`config.mk`:
```
export PLATFORM = sky130hd
export DESIGN_NAME = cpu_run_ctrl
export DESIGN_NICKNAME = d
export VERILOG_FILES = /design/src/rtl/cpu_ctrl_pkg.sv /design/src/rtl/run_cycle_counter.sv /design/src/rtl/cpu_run_ctrl.sv
export SDC_FILE = /design/constraint.sdc
export NUM_CORES = 1
export LEC_CHECK = 0
export CORE_ASPECT_RATIO = 0.8
export CORE_MARGIN = 4
export CORE_UTILIZATION = 50
export DETAILED_ROUTE_END_ITERATION = 8
export PLACE_DENSITY_LB_ADDON = 0.25
export SLEW_MARGIN = 20
export SYNTH_ARGS = -nofsm -noshare
export SYNTH_HDL_FRONTEND = slang
export SYNTH_SLANG_ARGS = --single-unit
```
`constraint.sdc`:
```
create_clock -name clk -period 5.87 [get_ports clk]
set_input_delay 1.174 -clock clk [delete_from_list [all_inputs] [get_ports clk]]
set_output_delay 1.174 -clock clk [all_outputs]
set_load 0.005 [all_outputs]
```
`src/rtl/cpu_ctrl_pkg.sv`:
```
`default_nettype none
// ============================================================================
// Module      : cpu_ctrl_pkg
// Description : Shared opcodes, status codes, FSM states and default widths
//               for the mini-CPU run controller.
// Revision    : 1.0 - initial release
// ============================================================================
package cpu_ctrl_pkg;

  localparam int c_CNT_W_DEF   = 16;
  localparam int c_IMEM_AW_DEF = 8;
  localparam int c_IW_DEF      = 16;
  localparam int c_RF_AW_DEF   = 2;
  localparam int c_RW_DEF      = 8;

  localparam logic [1:0] c_OP_IMEM = 2'd0;
  localparam logic [1:0] c_OP_REG  = 2'd1;
  localparam logic [1:0] c_OP_CLR  = 2'd2;
  localparam logic [1:0] c_OP_RUN  = 2'd3;

  localparam logic [1:0] c_STAT_NONE    = 2'd0;
  localparam logic [1:0] c_STAT_HALTED  = 2'd1;
  localparam logic [1:0] c_STAT_TIMEOUT = 2'd2;
  localparam logic [1:0] c_STAT_ABORTED = 2'd3;

  typedef enum logic [2:0] {
    S_IDLE    = 3'd0,
    S_WR_IMEM = 3'd1,
    S_WR_REG  = 3'd2,
    S_CLR     = 3'd3,
    S_RUN     = 3'd4,
    S_DONE    = 3'd5
  } ctrl_state_e;

  function automatic ctrl_state_e op_to_state(input logic [1:0] op);
    ctrl_state_e st;
    case (op)
      c_OP_IMEM: st = S_WR_IMEM;
      c_OP_REG:  st = S_WR_REG;
      c_OP_CLR:  st = S_CLR;
      default:   st = S_RUN;
    endcase
    return st;
  endfunction

endpackage
`default_nettype wire

```
`src/rtl/run_cycle_counter.sv`:
```
`default_nettype none
// ============================================================================
// Module      : run_cycle_counter
// Description : Saturating run-cycle counter with limit compare. count_o is
//               the cycle count including the current cycle.
// Revision    : 1.0 - initial release
// ============================================================================
module run_cycle_counter #(
  parameter int CNT_W = 16
) (
  input  logic             clk,
  input  logic             rst,
  input  logic             clr_i,
  input  logic             en_i,
  input  logic [CNT_W-1:0] limit_i,
  output logic             expired_o,
  output logic [CNT_W-1:0] count_o
);

  logic [CNT_W-1:0] cnt_q;
  logic [CNT_W-1:0] cnt_d;
  logic [CNT_W-1:0] w_cnt_inc;

  assign w_cnt_inc = (&cnt_q) ? cnt_q : cnt_q + CNT_W'(1);

  always_comb begin
    cnt_d = cnt_q;
    if (clr_i) begin
      cnt_d = '0;
    end else if (en_i) begin
      cnt_d = w_cnt_inc;
    end
  end

  always_ff @(posedge clk) begin
    if (rst) begin
      cnt_q <= '0;
    end else begin
      cnt_q <= cnt_d;
    end
  end

  // A zero limit means the run is unbounded.
  assign expired_o = (limit_i != '0) && (w_cnt_inc == limit_i);
  assign count_o   = w_cnt_inc;

endmodule
`default_nettype wire

```
`src/rtl/cpu_run_ctrl.sv`:
```
`default_nettype none
// ============================================================================
// Module      : cpu_run_ctrl
// Description : Host command sequencer driving load/clear/run pins of the
//               8-bit mini CPU core; reports run status and cycle count.
// Revision    : 1.0 - initial release
// ============================================================================
module cpu_run_ctrl
  import cpu_ctrl_pkg::*;
#(
  parameter int CNT_W   = c_CNT_W_DEF,
  parameter int IMEM_AW = c_IMEM_AW_DEF,
  parameter int IW      = c_IW_DEF,
  parameter int RF_AW   = c_RF_AW_DEF,
  parameter int RW      = c_RW_DEF
) (
  input  logic               clk,
  input  logic               rst,
  input  logic               cmd_valid,
  output logic               cmd_ready,
  input  logic [1:0]         cmd_op,
  input  logic [IMEM_AW-1:0] cmd_addr,
  input  logic [IW-1:0]      cmd_data,
  input  logic               abort,
  output logic               cpu_en,
  output logic               cpu_rst,
  output logic               cpu_imem_we,
  output logic [IMEM_AW-1:0] cpu_imem_addr,
  output logic [IW-1:0]      cpu_imem_wdata,
  output logic               cpu_rf_we,
  output logic [RF_AW-1:0]   cpu_rf_addr,
  output logic [RW-1:0]      cpu_rf_wdata,
  input  logic               cpu_halt,
  output logic               done,
  output logic [1:0]         status,
  output logic [CNT_W-1:0]   cycle_count
);

  ctrl_state_e        state_q;
  logic               ready_q;
  logic               en_q;
  logic               core_rst_q;
  logic               imem_we_q;
  logic               rf_we_q;
  logic               done_q;
  logic [1:0]         status_q;
  logic [CNT_W-1:0]   cycle_count_q;
  logic [IMEM_AW-1:0] addr_q;
  logic [IW-1:0]      data_q;
  logic [CNT_W-1:0]   limit_q;

  logic               w_accept;
  logic               w_run_start;
  logic               w_expired;
  logic [CNT_W-1:0]   w_cnt;

  assign w_accept    = cmd_valid && ready_q;
  assign w_run_start = w_accept && (cmd_op == c_OP_RUN);

  run_cycle_counter #(
    .CNT_W (CNT_W)
  ) u_cnt (
    .clk       (clk),
    .rst       (rst),
    .clr_i     (w_run_start),
    .en_i      (state_q == S_RUN),
    .limit_i   (limit_q),
    .expired_o (w_expired),
    .count_o   (w_cnt)
  );

  // Every core-facing pin is a flop updated alongside state_q, so nothing on
  // cmd_* reaches the core combinationally.
  always_ff @(posedge clk) begin
    if (rst) begin
      state_q       <= S_IDLE;
      ready_q       <= 1'b1;
      en_q          <= 1'b0;
      core_rst_q    <= 1'b0;
      imem_we_q     <= 1'b0;
      rf_we_q       <= 1'b0;
      done_q        <= 1'b0;
      status_q      <= c_STAT_NONE;
      cycle_count_q <= '0;
      addr_q        <= '0;
      data_q        <= '0;
      limit_q       <= '0;
    end else begin
      core_rst_q <= 1'b0;
      imem_we_q  <= 1'b0;
      rf_we_q    <= 1'b0;
      done_q     <= 1'b0;

      case (state_q)
        S_IDLE: begin
          if (w_accept) begin
            addr_q     <= cmd_addr;
            data_q     <= cmd_data;
            ready_q    <= 1'b0;
            state_q    <= op_to_state(cmd_op);
            imem_we_q  <= (cmd_op == c_OP_IMEM);
            rf_we_q    <= (cmd_op == c_OP_REG);
            core_rst_q <= (cmd_op == c_OP_CLR);
            if (cmd_op == c_OP_RUN) begin
              en_q          <= 1'b1;
              limit_q       <= CNT_W'(cmd_data);
              status_q      <= c_STAT_NONE;
              cycle_count_q <= '0;
            end
          end
        end

        S_WR_IMEM, S_WR_REG, S_CLR: begin
          state_q <= S_IDLE;
          ready_q <= 1'b1;
        end

        S_RUN: begin
          if (cpu_halt || abort || w_expired) begin
            state_q       <= S_DONE;
            en_q          <= 1'b0;
            done_q        <= 1'b1;
            cycle_count_q <= w_cnt;
            if (cpu_halt) begin
              status_q <= c_STAT_HALTED;
            end else if (abort) begin
              status_q <= c_STAT_ABORTED;
            end else begin
              status_q <= c_STAT_TIMEOUT;
            end
          end
        end

        S_DONE: begin
          state_q <= S_IDLE;
          ready_q <= 1'b1;
        end

        default: begin
          state_q <= S_IDLE;
          ready_q <= 1'b1;
          en_q    <= 1'b0;
        end
      endcase
    end
  end

  assign cmd_ready      = ready_q;
  assign cpu_en         = en_q;
  assign cpu_rst        = core_rst_q;
  assign cpu_imem_we    = imem_we_q;
  assign cpu_imem_addr  = addr_q;
  assign cpu_imem_wdata = data_q;
  assign cpu_rf_we      = rf_we_q;
  assign cpu_rf_addr    = addr_q[RF_AW-1:0];
  assign cpu_rf_wdata   = data_q[RW-1:0];
  assign done           = done_q;
  assign status         = status_q;
  assign cycle_count    = cycle_count_q;

endmodule
`default_nettype wire

```
==> results.txt <==
* Final count of hold timing violations: 0
- Hold Path Class: reg -> reg
* Number of gates on the worst path with buffers counted: 8
- The cell count after synthesis came out at 509.
* Dominant synthesized flop cell: sky130_fd_sc_hd__dfxtp_1
- In the final timing run, aggregate negative setup slack is 0 ns.
- After detailed routing, the number of vias per cell comes to 5.66.
- Highest metal layer with signal wires: met4
* Total number of vias: 3,826
* Boundary pin count: 89
* Power Internal: 0.000909 W
* Vias in the first global route: 3,417
* Outcome: completed
- Summed over all nets, the switching power comes to 0.000309 W.
* Share of the clock period used by the worst path: 68.1%
- Share of the synthesized area in the top cell type: 40.4%
- Peak Freq: 250 MHz
- All-layer global routing usage: 23.8%
- Setup slack on the worst reg-to-reg path comes out at 1.87 ns.
- Power spread over the standard cell area amounts to 238 nW/um^2.
- The tree is rooted in a sky130_fd_sc_hd__clkbuf_8.
* Most common library cell in the layout ignoring fill and taps: sky130_fd_sc_hd__nand2_1
- Sort of element at the end of the critical path: register
- Final routed DRC violation total: 0
- TritonCTS built the clock tree.
* HPWL after detailed placement: 8220 um
- Share of cells above drive strength 1: 4.75%
- Net switching is 25.4% of the power.
- Cell taking the most area after synthesis: sky130_fd_sc_hd__dfxtp_1
- At the later pin of the worst-skew pair, clock insertion delay measures 0.36 ns.
- Avg Cell Area, Syn: 8.09 um^2
- Of the post-synthesis cell area, the part taken by muxes is 1.09%.
* Pin count of the biggest net entering global routing: 62
- Data arrives at the worst endpoint at 4.28 ns.
- Final Skew: 0.0117 ns
- Sum of buffers and inverters on the critical path: 0
- Counting every net in the synthesized netlist gives 545.
- By area the synthesized netlist is led by sky130_fd_sc_hd__dfxtp_1 40%, sky130_fd_sc_hd__nand2_1 9.6%, sky130_fd_sc_hd__a21oi_1 5.6%.
- By startpoint and endpoint, the worst setup path is classified as reg -> reg.
- Once the floorplan was initialized, standard cells occupied 51.6% of the core.
- Dominant combinational cell family by area after synthesis: simple AND/OR/NAND/NOR gates
* Count of endpoints failing setup in the final report: 0
- Final Net Count: 599
- The largest single stage delay on the critical path is 0.83 ns.
- Final max-slew violation count: 0
- The detailed router put a total of 5300 um of wire on met1.
- Worst Setup Start Kind: register
- Depth of the worst register-to-register path: 8
* Critical path startpoint: u_cnt.cnt_q[7]
- Number of gates given a new drive strength after cts: 0
* Core Box Area: 7980 um^2
- The endpoint identified for the worst register-to-register timing path is cycle_count[2].
- Once layout is done, the placed cells without fillers occupy 5110 um^2.
- Of the total power, combinational logic draws 13.2%.
- Among all stages on the critical path, the largest delay is contributed by sky130_fd_sc_hd__or4_1.
- The number of antenna diodes in the final layout is 0.
* Hold_buf cts: 0
- Once the clock tree was built, the setup fixing pass inserted 0 buffers.
* Final-layout fill cell count: 736
- In this run the horizontal extent of the chip is 109 um.
* Power share of the clock group: 37.3%
- Time the worst path needs with I/O delays and setup: 4.00 ns
- IO Port Bufs: 88
* Clock-pin slew reported for the worst setup and hold paths after clock tree synthesis: 0.09 ns
- The initial antenna violation count came to 0.
- Wire segments on met2 add up to 4900 um in the final route.
- The mapped netlist covers 4120 um^2.
* Max capacitance violation total: 0
- The clock tree synthesis step divided the H-tree into 3 levels.
- The clock net in this run drives a total of 83 sinks.
- Final weighted congestion in routability-driven placement: 0.940
- Area growth from synthesis to layout: 24.2%
- Pin slew with the least headroom to its limit: 1.07 ns
* Worst voltage drop across the vdd grid: 0.135 mV
- Warning count from the yosys run: 0
* # rows: 29
- The synthesized netlist devotes 23.7% of its cell area to simple gates.
- Max-slew headroom at the worst pin: 28.4%
- Antenna Violating Nets Remaining: 0
* Total cell area at the placement stage: 4900 um^2
- The number of clock buffers added by TritonCTS is 9.
* Share of power burned in registers: 49.6%
* Detailed Route WL: 11,200 um
- Required time worst endpoint: 6.15 ns
- Setup repair after global routing left no endpoint under its margin.
* Critical Path End: cycle_count[2]
* Die height: 89.2 um
* Top library cells by usage in the layout, fill and taps aside: 105 x sky130_fd_sc_hd__nand2_1, 87 x sky130_fd_sc_hd__clkdlybuf4s50_1, 83 x sky130_fd_sc_hd__dfxtp_1
- Number of detailed-routing iterations run before antenna repair: 5
- In the final routed layout, each cell accounts on average for 16.6 um.
- Share of the synthesized netlist area taken by xor and xnor gates: 5.87%
* Number of buffers between clock root and the deepest sink: 2
- Initial detailed-routing violation count: 305
* Synthesized flop and latch total: 83
- Total Die Area: 9760 um^2
* Sequential cell area fraction in the yosys report: 40.4%
* Complex-gate fraction of the synthesized area: 18.6%
- The synthesized design contains 0 enable-type register cells.
- Worst R2R Start: u_cnt.cnt_q[7]
* Family with the most delay on the worst path: simple AND/OR/NAND/NOR gates
- The analysis attributes to cell leakage a power of 1.71 nW.
* Post-synthesis async set-or-reset flop share: 0%
- Residual overflow from global routing: 0
* Maximum fanout along the worst path: 19
- The synthesized netlist devotes 1.76% of its cell area to adder and majority cells.
* Met3 WL post-DR: 878 um
- First-pass GRT wire length: 17,800 um
- Unique cell type count in the Yosys netlist: 60
- The critical path goes through nand4_1, or4_1, mux2_4, a2111oi_4, o2111ai_1, or4_4, a21o_1, o32ai_2.
registers in the layout (all words and copies together), names as in the netlist:
signal,flops
cmd_ready,1
cpu_en,1
cpu_imem_addr,8
cpu_imem_wdata,16
cpu_imem_we,1
cpu_rf_we,1
cpu_rst,1
cycle_count,16
done,1
limit_q,16
state_q,3
status,2
u_cnt.cnt_q,16
layout make-up:
cell class / count / area, um^2 / share of cell area [%]
Sequential cell: 83 / 1660 / 32.5
Multi-Input combinational cell: 350 / 2100 / 41.2
Inverter: 30 / 113 / 2.20
Clock inverter: 5 / 85.1 / 1.66
Timing Repair Buffer: 89 / 883 / 17.3
Clock buffer: 11 / 131 / 2.57
Tap cell: 108 / 135 / 2.64
worst min-delay path by stage:
stage                            startpoint                 to  slack [ns]  cells past startpoint
after global placement     cpu_imem_addr[4]   cpu_imem_addr[4]        0.44                      2
final                     cpu_imem_wdata[8]  cpu_imem_wdata[8]        0.46                      2
after floorplan            cpu_imem_addr[2]   cpu_imem_addr[2]        0.45                      2
after detailed placement   cpu_imem_addr[4]   cpu_imem_addr[4]        0.45                      2
after global routing      cpu_imem_wdata[8]  cpu_imem_wdata[8]        0.48                      2
after CTS                  cpu_imem_addr[4]   cpu_imem_addr[4]        0.46                      2
power by group through the flow:
stage	Clock, W	Combinational, W	Sequential, W
floorplan	0	0.0000863	0.000612
CTS	0.000465	0.000162	0.000603
detailed placement	0	0.000161	0.000616
finish	0.000454	0.000161	0.000604
global route	0.000490	0.000176	0.000607
global placement	0	0.000160	0.000615
routing by layer:
metal,up-vias,track usage (%)
li1,1863,-
met1,1794,33.8
met2,151,35.9
met3,18,5.42
met4,0,7.36
met5,-,0
cell usage after synthesis (all sizes together) (2+ instances only):
master   count
a211oi       3
a21o         2
a21oi       46
a311oi       3
a31oi        4
and2         8
and3         4
and4         2
buf         23
clkbuf      23
dfxtp       83
ha           5
inv         30
mux2i        3
nand2      105
nand2b       2
nand3        7
nand4       11
nor2        32
nor2b        2
nor3        10
nor3b        2
nor4        14
o2111ai      2
o21ai       12
o311a        2
o31ai        2
o32ai       18
or3          2
or4          3
xnor2       17
xor2         8
cells by family (layout without fill, tap and decap cells):
| group | after synthesis | in the layout |
|---|---|---|
| AOI/OAI and AO/OA | 109 | 109 |
| xor gates and xnor gates | 26 | 26 |
| adders and majority gates | 6 | 6 |
| buffers and inverters | 76 | 135 |
| DFF | 83 | 83 |
| muxes | 4 | 4 |
| and+or+nand+nor | 205 | 205 |
through the flow:
| step | worst slack, ns | instances | hold WS (ns) | power (W) | util [%] |
|---|---|---|---|---|---|
| after floorplan | 2.50 | 509 | 0.453 | 0.000698 | - |
| after global placement | 2.05 | 660 | 0.441 | 0.000775 | 61.3 |
| after detailed placement | 1.96 | 660 | 0.447 | 0.000777 | 61.3 |
| after CTS | 1.95 | 676 | 0.459 | 0.00123 | 64.1 |
| after global routing | 1.69 | 676 | 0.479 | 0.00127 | 64.1 |
| final | 1.87 | 676 | 0.456 | 0.00122 | 64.1 |
worst reg2reg max path: cells and delay by family, from the launching register on:
family          cells  cell delay, ns
flops               1            0.58
simple gates        3            1.90
compound gates      4            1.06
mux                 1            0.38
Power figures use the tool's default switching activity.
